### config.mk
export PLATFORM = sky130hd
export DESIGN_NAME = ysyx_25060170_lsu
export DESIGN_NICKNAME = d
export VERILOG_FILES = /design/src/rtl/ysyx_25060170_lsu.sv
export SDC_FILE = /design/constraint.sdc
export NUM_CORES = 1
export LEC_CHECK = 0
export BUFFER_PORTS_ARGS = -buffer_cell sky130_fd_sc_hd__buf_4
export CORE_UTILIZATION = 36
export CTS_BUF_LIST = sky130_fd_sc_hd__clkbuf_2 sky130_fd_sc_hd__clkbuf_4 sky130_fd_sc_hd__clkbuf_8
export CTS_CLUSTER_DIAMETER = 50
export CTS_CLUSTER_SIZE = 16
export DETAILED_ROUTE_END_ITERATION = 6
export SYNTH_ARGS = -nofsm -noshare
export SYNTH_HDL_FRONTEND = slang
export SYNTH_SLANG_ARGS = --single-unit
### constraint.sdc
create_clock -name clk -period 4 [get_ports clk]
set_input_delay 0.8 -clock clk [delete_from_list [all_inputs] [get_ports clk]]
set_output_delay 0.8 -clock clk [all_outputs]
set_load 0.01 [all_outputs]
### src/rtl/ysyx_25060170_lsu.sv
// Load/store unit: takes one execute-stage result, issues at most one memory
// request, and returns the aligned/extended load data (or pass-through value).
module ysyx_25060170_lsu (
    input  logic        clk,
    input  logic        rst,
    input  logic        ready_i,
    input  logic [31:0] addr_i,
    input  logic [31:0] wdata_i,
    input  logic        mem_ren,
    input  logic        mem_wen,
    input  logic [2:0]  funct3,
    output logic        mreq_valid,
    input  logic        mreq_ready,
    output logic        mreq_wen,
    output logic [31:0] mreq_addr,
    output logic [31:0] mreq_wdata,
    output logic [3:0]  mreq_wmask,
    input  logic        mrsp_valid,
    input  logic [31:0] mrsp_rdata,
    output logic [31:0] res_o,
    output logic        ready_o,
    output logic        misalign_o,
    output logic        busy_o,
    output logic [1:0]  state_o
);

    // Handshake: a request transfers on the cycle mreq_valid && mreq_ready;
    // mreq_* are held stable until then. mrsp_valid is only honoured in WAIT.
    typedef enum logic [1:0] {
        S_IDLE = 2'd0,
        S_REQ  = 2'd1,
        S_WAIT = 2'd2,
        S_RESP = 2'd3
    } state_t;

    state_t state, state_n;

    logic        size_b, size_h, size_w;
    logic        mem_acc, is_store, misalign;
    logic [3:0]  st_mask;
    logic [31:0] st_data;

    logic [1:0]  off_q;
    logic        size_b_q, size_h_q, unsigned_q, store_q, misalign_q;
    logic [31:0] sh;
    logic [31:0] ld_data;

    // Decode of the incoming execute-stage result (only meaningful in IDLE).
    always_comb begin
        size_b   = (funct3[1:0] == 2'b00);
        size_h   = (funct3[1:0] == 2'b01);
        size_w   = !size_b && !size_h;
        mem_acc  = mem_ren || mem_wen;
        is_store = !mem_ren && mem_wen;
        misalign = mem_acc && ((size_h && addr_i[0]) || (size_w && (addr_i[1:0] != 2'b00)));
        st_mask  = 4'b1111;
        st_data  = wdata_i;
        if (size_b) begin
            st_mask = 4'b0001 << addr_i[1:0];
            st_data = {4{wdata_i[7:0]}};
        end else if (size_h) begin
            st_mask = 4'b0011 << {addr_i[1], 1'b0};
            st_data = {2{wdata_i[15:0]}};
        end
    end

    always_comb begin
        sh      = mrsp_rdata >> {off_q, 3'b000};
        ld_data = sh;
        if (size_b_q) begin
            ld_data = unsigned_q ? {24'b0, sh[7:0]} : {{24{sh[7]}}, sh[7:0]};
        end else if (size_h_q) begin
            ld_data = unsigned_q ? {16'b0, sh[15:0]} : {{16{sh[15]}}, sh[15:0]};
        end
    end

    always_ff @(posedge clk) begin
        if (rst) state <= S_IDLE;
        else     state <= state_n;
    end

    always_comb begin
        state_n = state;
        case (state)
            S_IDLE: if (ready_i) state_n = (!mem_acc || misalign) ? S_RESP : S_REQ;
            S_REQ:  if (mreq_ready) state_n = S_WAIT;
            S_WAIT: if (mrsp_valid) state_n = S_RESP;
            S_RESP: state_n = S_IDLE;
            default: state_n = S_IDLE;
        endcase
    end

    always_ff @(posedge clk) begin
        if (rst) begin
            off_q      <= 2'b0;
            size_b_q   <= 1'b0;
            size_h_q   <= 1'b0;
            unsigned_q <= 1'b0;
            store_q    <= 1'b0;
            misalign_q <= 1'b0;
            res_o      <= 32'b0;
            mreq_wen   <= 1'b0;
            mreq_addr  <= 32'b0;
            mreq_wdata <= 32'b0;
            mreq_wmask <= 4'b0;
        end else begin
            if (state == S_IDLE && ready_i) begin
                off_q      <= addr_i[1:0];
                size_b_q   <= size_b;
                size_h_q   <= size_h;
                unsigned_q <= funct3[2];
                store_q    <= is_store;
                misalign_q <= misalign;
                if (!mem_acc) begin
                    res_o <= addr_i;
                end else if (misalign) begin
                    res_o <= 32'b0;
                end else begin
                    mreq_addr  <= {addr_i[31:2], 2'b00};
                    mreq_wen   <= is_store;
                    mreq_wdata <= is_store ? st_data : 32'b0;
                    mreq_wmask <= is_store ? st_mask : 4'b0;
                end
            end
            // Stores complete on the response too, but always report zero.
            if (state == S_WAIT && mrsp_valid) begin
                res_o <= store_q ? 32'b0 : ld_data;
            end
        end
    end

    assign mreq_valid = (state == S_REQ);
    assign ready_o    = (state == S_RESP);
    assign misalign_o = (state == S_RESP) && misalign_q;
    assign busy_o     = (state != S_IDLE);
    assign state_o    = state;

endmodule
==> results of run 1 <==
[cells in the mapped netlist, drive strengths merged]
cell | instances | area (sq um)
a211o | 7 | 61.3
a211oi | 18 | 148
a21o | 2 | 15.0
a21oi | 52 | 272
a221oi | 8 | 70.1
a222oi | 1 | 10.0
a22oi | 41 | 308
a2bb2oi | 1 | 26.3
a31oi | 1 | 6.26
a32oi | 24 | 229
and2 | 4 | 25.0
and3 | 1 | 6.26
buf | 37 | 228
clkbuf | 22 | 82.6
conb | 1 | 3.75
dfxtp | 108 | 2160
ha | 5 | 62.6
inv | 7 | 26.3
mux2 | 16 | 180
mux2i | 27 | 270
nand2 | 92 | 348
nand2b | 2 | 12.5
nand3 | 1 | 5.00
nand4b | 1 | 8.76
nor2 | 45 | 171
nor2b | 11 | 68.8
nor3 | 18 | 95.1
nor3b | 1 | 7.51
nor4 | 1 | 6.26
o21ai | 21 | 113
o21ba | 1 | 10.0
o22ai | 17 | 113
o2bb2ai | 8 | 88.8
or2 | 2 | 12.5
[cells in the final DEF, fill, tap and decap left out, drive strengths merged, types with 2 or more instances in the layout]
| master | count |
|---|---|
| a211o | 7 |
| a211oi | 18 |
| a21o | 2 |
| a21oi | 52 |
| a221oi | 8 |
| a22oi | 41 |
| a32oi | 24 |
| and2 | 4 |
| buf | 218 |
| clkbuf | 12 |
| clkinv | 3 |
| conb | 2 |
| dfxtp | 108 |
| ha | 5 |
| inv | 7 |
| mux2 | 16 |
| mux2i | 27 |
| nand2 | 92 |
| nand2b | 2 |
| nor2 | 45 |
| nor2b | 11 |
| nor3 | 18 |
| o21ai | 21 |
| o22ai | 17 |
| o2bb2ai | 8 |
| or2 | 2 |
[sequential cells by signal, indices dropped and copies added, names as in the netlist]
name        cells
mreq_wdata     32
res_o          32
mreq_addr      30
mreq_wmask      4
off_q           2
state_o         2
misalign_q      1
mreq_wen        1
size_b_q        1
size_h_q        1
store_q         1
unsigned_q      1
[worst register-to-register path, cell delays in order (launching register included)]
cell and delay [ns]:
dfxtp_1 0.36, inv_1 0.12, ha_1 0.25, and2_1 0.33, nand3_2 0.61, buf_4 0.47, a22oi_1 0.22, nor2_1 0.06
[cells by family (layout without fill, tap and decap cells)]
logic type	count (synthesis)	count (layout)	synth area share [%]
simple gates	179	179	14.6
fa+ha+maj	5	5	1.19
flops	108	108	41.2
compound gates	202	202	28.0
other cells	1	2	0.0714
mux	43	43	8.58
buf+inv	66	241	6.41
[area by class of cell]
cell class,instances,area [sq um],area share [%]
well taps,180,225,3.21
multi-input cells,431,2760,39.4
repair buffers,218,1640,23.3
flip-flops and latches,108,2160,30.8
clock inverters,4,48.8,0.696
inverters,7,26.3,0.375
clock buffers,12,153,2.18
[worst paths after layout]
| path | startpoint | to | slack [ns] | cells past startpoint |
|---|---|---|---|---|
| worst min-delay path | mreq_addr[13] | mreq_addr[13] | 0.46 | 2 |
| worst max register to register | state_o[0] | mreq_wdata[16] | 1.46 | 7 |
| worst max-delay path | state_o[0] | mreq_wdata[16] | 1.46 | 7 |
| worst min register to register | mreq_addr[13] | mreq_addr[13] | 0.46 | 2 |
[metal layers]
layer	GRT usage, %	part of all wire [%]	vias up
li1	-	-	2538
met1	27.5	41	2492
met2	40.2	50	194
met3	7.85	8.6	13
met4	6.17	1.1	0
met5	0	0	-
[per-stage QoR]
step           power (W)  utilization, %
2_1_floorplan    0.00211               -
3_3_place_gp     0.00256            48.5
3_5_place_dp     0.00258            48.5
4_1_cts          0.00328            49.9
5_1_grt          0.00345            49.9
6_report         0.00325            49.9
[power by group]
group	total (W)	internal, W	switching [W]
logic	0.00124	0.000542	0.000697
clock network	0.000701	0.000320	0.000381
registers	0.00131	0.00121	0.0000988
total	0.00325	0.00208	0.00118
==> reports/qor.yml, run 1 <==
die_x_um: 123
fin_nets: 886
ys_ff_latch: 108
max_clock_freq_mhz: 393
boundaryPins: 213
globalplace.congestion: 0.808
drcViolationCount: 0
maxCapViolations: 0
cts_resized: 0
dp_cells: 944
final_cells: 960
n_fill_cell: 1396
fin_crit_ns: 2.54
drive_gt1_share_pct: 33.8
syn_to_final_growth_pct: 33.5
hold_viol: 0
crit_type: "reg -> reg"
placed_cell_area_sq_mm: 0.00681
grt_max_degree: 58
post-cts-setup-buffers: 0
max-vdd-ir-drop_mv: 0.243
antenna_found_initial: 0
clockBufferDepth: 2
path_cells: "inv_1, ha_1, and2_1, nand3_2, buf_4, a22oi_1, nor2_1"
first_global_vias: 5188
place_ws_ns: 1.06
cp.arrival_ns: 2.81
h-tree-depth: 3
critPathMaxStageDelay_ns: 0.61
wl_per_cell_um: 18.3
port_buffers: 210
grt_pass1_wl_um: 27000
totalWireLength_um: 17600
gr-total-overflow: 0
cp_max_fo: 33
setup_viol: 0
power_density_mw_per_mm2: 464
dieArea_sq_mm: 0.0151
setup_tns_ns: 0
vias_per_cell: 5.46
dr_total_vias: 5237
hold_path_class: "reg -> reg"
die_h_um: 123
path_clk_slew_ns: 0.10
initialDrtViolationCount: 316
cts_root_buffer: "clkbuf_8"
critPathTopFamily: "simple AND/OR/NAND/NOR gates"
fin_area_sq_mm: 0.00701
finClkSkew_ns: 0.0103
netlist_area_sq_mm: 0.00525
core_sq_mm: 0.0140
worst_pin_slew_ns: 0.964
hpwl_um: 12800
finalCritPeriodShare_pct: 63.6
cp_num_buf_inv: 2
yosysWarnings: 0
cts_hold_buffers: 0
drt.antenna.violating_nets: 0
syn_area_per_cell_sq_um: 8.69
hold_ws_ns: 0.461
start_kind: "flip-flop"
cts_sinks: 108
yosysSeqAreaShare_pct: 41.2
insertion_delay_ns: 0.39
cts_made_buffers: 9
slew_viol_final: 0
n_antenna_cell: 0
slowest_stage: "nand3_2"
status: "finished clean"
max-slew-margin-rel_pct: 35.6
fin_ws_ns: 1.46
start_util_pct: 37.4
p_leak_nw: 2.88
cts_tree: "yes"
rows: 43
rsz0062_at_grt: "no"
syn-instance-count: 604
ys_types: 47
cp.required_ns: 4.27
end_kind: "flip-flop"
grt_usage_pct: 23.3
drt-pass1-iter-count: 4
Note: power is estimated with default switching activity, not from simulation.
==> run 2: changes to the inputs <==
- clock period: 4 -> 2.15 ns (I/O delays scaled with it)
==> run 2 against run 1 <==
Against the previous run: wire length up 2.3%; worst setup slack got worse by 1.3 ns; clock power grew 74%; non-clock buffer count up 9; highest routed layer unchanged.
==> reports/qor.yml, run 2 (synthesized netlist as in run 1, its figures left out) <==
status: "finished clean"
end_kind: "flip-flop"
insertion_delay_ns: 0.39  # about the same
start_kind: "flip-flop"
fin_nets: 895  # +1.0%
wl_per_cell_um: 18.6  # +1.4%
setup_tns_ns: 0  # unchanged
setup_viol: 0  # unchanged
die_x_um: 123  # unchanged
cts_hold_buffers: 0  # unchanged
power_density_mw_per_mm2: 854  # +84%
die_h_um: 123  # unchanged
dr_total_vias: 5311  # +1.4%
cts_root_buffer: "clkbuf_8"
final_common_cell: "buf_4"
boundaryPins: 213  # unchanged
cts_made_buffers: 9  # unchanged
maxCapViolations: 0  # unchanged
max-vdd-ir-drop_mv: 0.445  # +83%
first_global_vias: 5263  # +1.4%
gr-total-overflow: 0  # unchanged
grt_max_degree: 55  # -5.2%
crit_start: "state_o[0]"
syn_to_final_growth_pct: 35.9
hold_ws_ns: 0.290  # -0.171 ns
min_from: "addr_i[20]"
n_fill_cell: 1366  # -2.1%
port_buffers: 210  # unchanged
worst_pin_slew_ns: 0.950  # -0.0133 ns
totalWireLength_um: 18000  # +2.3%
rsz0062_at_grt: "no"
power_w: 0.00609  # +87%
grt_usage_pct: 23.9  # +0.58 points
n_antenna_cell: 0  # unchanged
grt_use_met3_pct: 7.62  # -0.23 points
drt-pass1-iter-count: 5  # +1
rows: 43  # unchanged
hold_path_class: "in -> reg"
antenna_found_initial: 0  # unchanged
vias_per_cell: 5.49  # +0.57%
drive_gt1_share_pct: 34.9  # +1.1 points
layout_common_cells: "buf_4 (223), dfxtp_1 (108), nand2_1 (90)"
max-slew-margin-rel_pct: 36.5  # +0.89 points
drt.antenna.violating_nets: 0  # unchanged
crit_type: "reg -> reg"
grt-busiest-layer: "met2"
cp.required_ns: 2.45  # -1.82 ns
finalCritPeriodShare_pct: 94.5  # +31 points
finClkSkew_ns: 0.0120  # +0.00180 ns
fin_crit_ns: 2.03  # -0.510 ns
fin_area_sq_mm: 0.00714  # +1.8%
drcViolationCount: 0  # unchanged
path_clk_slew_ns: 0.10  # about the same
p_leak_nw: 2.93  # +1.7%
cp.arrival_ns: 2.33  # -0.48 ns
grt_pass1_wl_um: 27700  # +2.6%
placed_cell_area_sq_mm: 0.00693  # +1.7%
r2r-start: "state_o[0]"
h-tree-depth: 3  # unchanged
post-cts-setup-buffers: 0  # unchanged
hpwl_um: 13300  # +3.5%
cts_tree: "yes"
hold_viol: 0  # unchanged
cp_max_fo: 9  # -73%
slew_viol_final: 0  # unchanged
globalplace.congestion: 0.851  # +5.3%
initialDrtViolationCount: 308  # -2.5%
cts_sinks: 108  # unchanged
globalRouteMet2Util_pct: 41.3  # +1.1 points
max_clock_freq_mhz: 492  # +25%
top_regs: "mreq_wdata x32, res_o x32, mreq_addr x30"
start_util_pct: 37.4  # unchanged
core_sq_mm: 0.0140  # unchanged
seq_area_sq_mm: 0.00216  # unchanged
dieArea_sq_mm: 0.0151  # unchanged
grtUsageMet1_pct: 28.3  # +0.84 points
multi_input_area_sq_mm: 0.00278  # +0.82%
clockBufferDepth: 2  # unchanged
==> run 2: final timing paths <==
check	end	slack (ns)	cells after the start
worst max-delay path	res_o[11]	0.12	6
worst min-delay path	mreq_addr[20]	0.29	3
worst max register to register	res_o[11]	0.12	6
worst min register to register	mreq_addr[8]	0.46	2
==> run 2: through the flow <==
step | worst slack [ns] | std cells | util [%]
2_1_floorplan | 0.338 | 605 | -
3_3_place_gp | 0.231 | 953 | 49.3
3_5_place_dp | 0.0938 | 953 | 49.3
4_1_cts | 0.0620 | 968 | 50.7
5_1_grt | 0.00633 | 968 | 50.8
6_report | 0.117 | 968 | 50.8
==> run 2: layout make-up <==
type | count | area share (%)
Multi-Input combinational cell | 431 | 39.0
Sequential cell | 108 | 30.3
Timing Repair Buffer | 227 | 24.6
Tap cell | 180 | 3.16
Clock buffer | 12 | 2.31
Inverter | 7 | 0.368
Clock inverter | 3 | 0.298
==> run 2: power by group <==
part           total (W)  internal (W)  switching [W]
Clock            0.00122      0.000511       0.000711
Sequential       0.00245       0.00226       0.000198
Combinational    0.00242       0.00107        0.00134
==> run 2: timing repair <==
item                                   in CTS  in global routing
gates resized for setup                     0                  5
endpoints found under the hold margin       0                  0
setup endpoints to repair                   0                 26
==> run 2: critical path, stage by stage, from the launching register on <==
cell,delay (ns)
dfxtp_1,0.37
inv_1,0.13
ha_1,0.31
nand2_2,0.19
nor2_2,0.42
a32oi_4,0.24
a211oi_1,0.28
==> run 2: per-layer routing <==
| layer | part of all wire, % | up-vias |
|---|---|---|
| met3 | 8.7 | 20 |
| met2 | 49 | 217 |
| met5 | 0 | - |
| met4 | 1.7 | 0 |
| met1 | 41 | 2522 |
| li1 | - | 2552 |
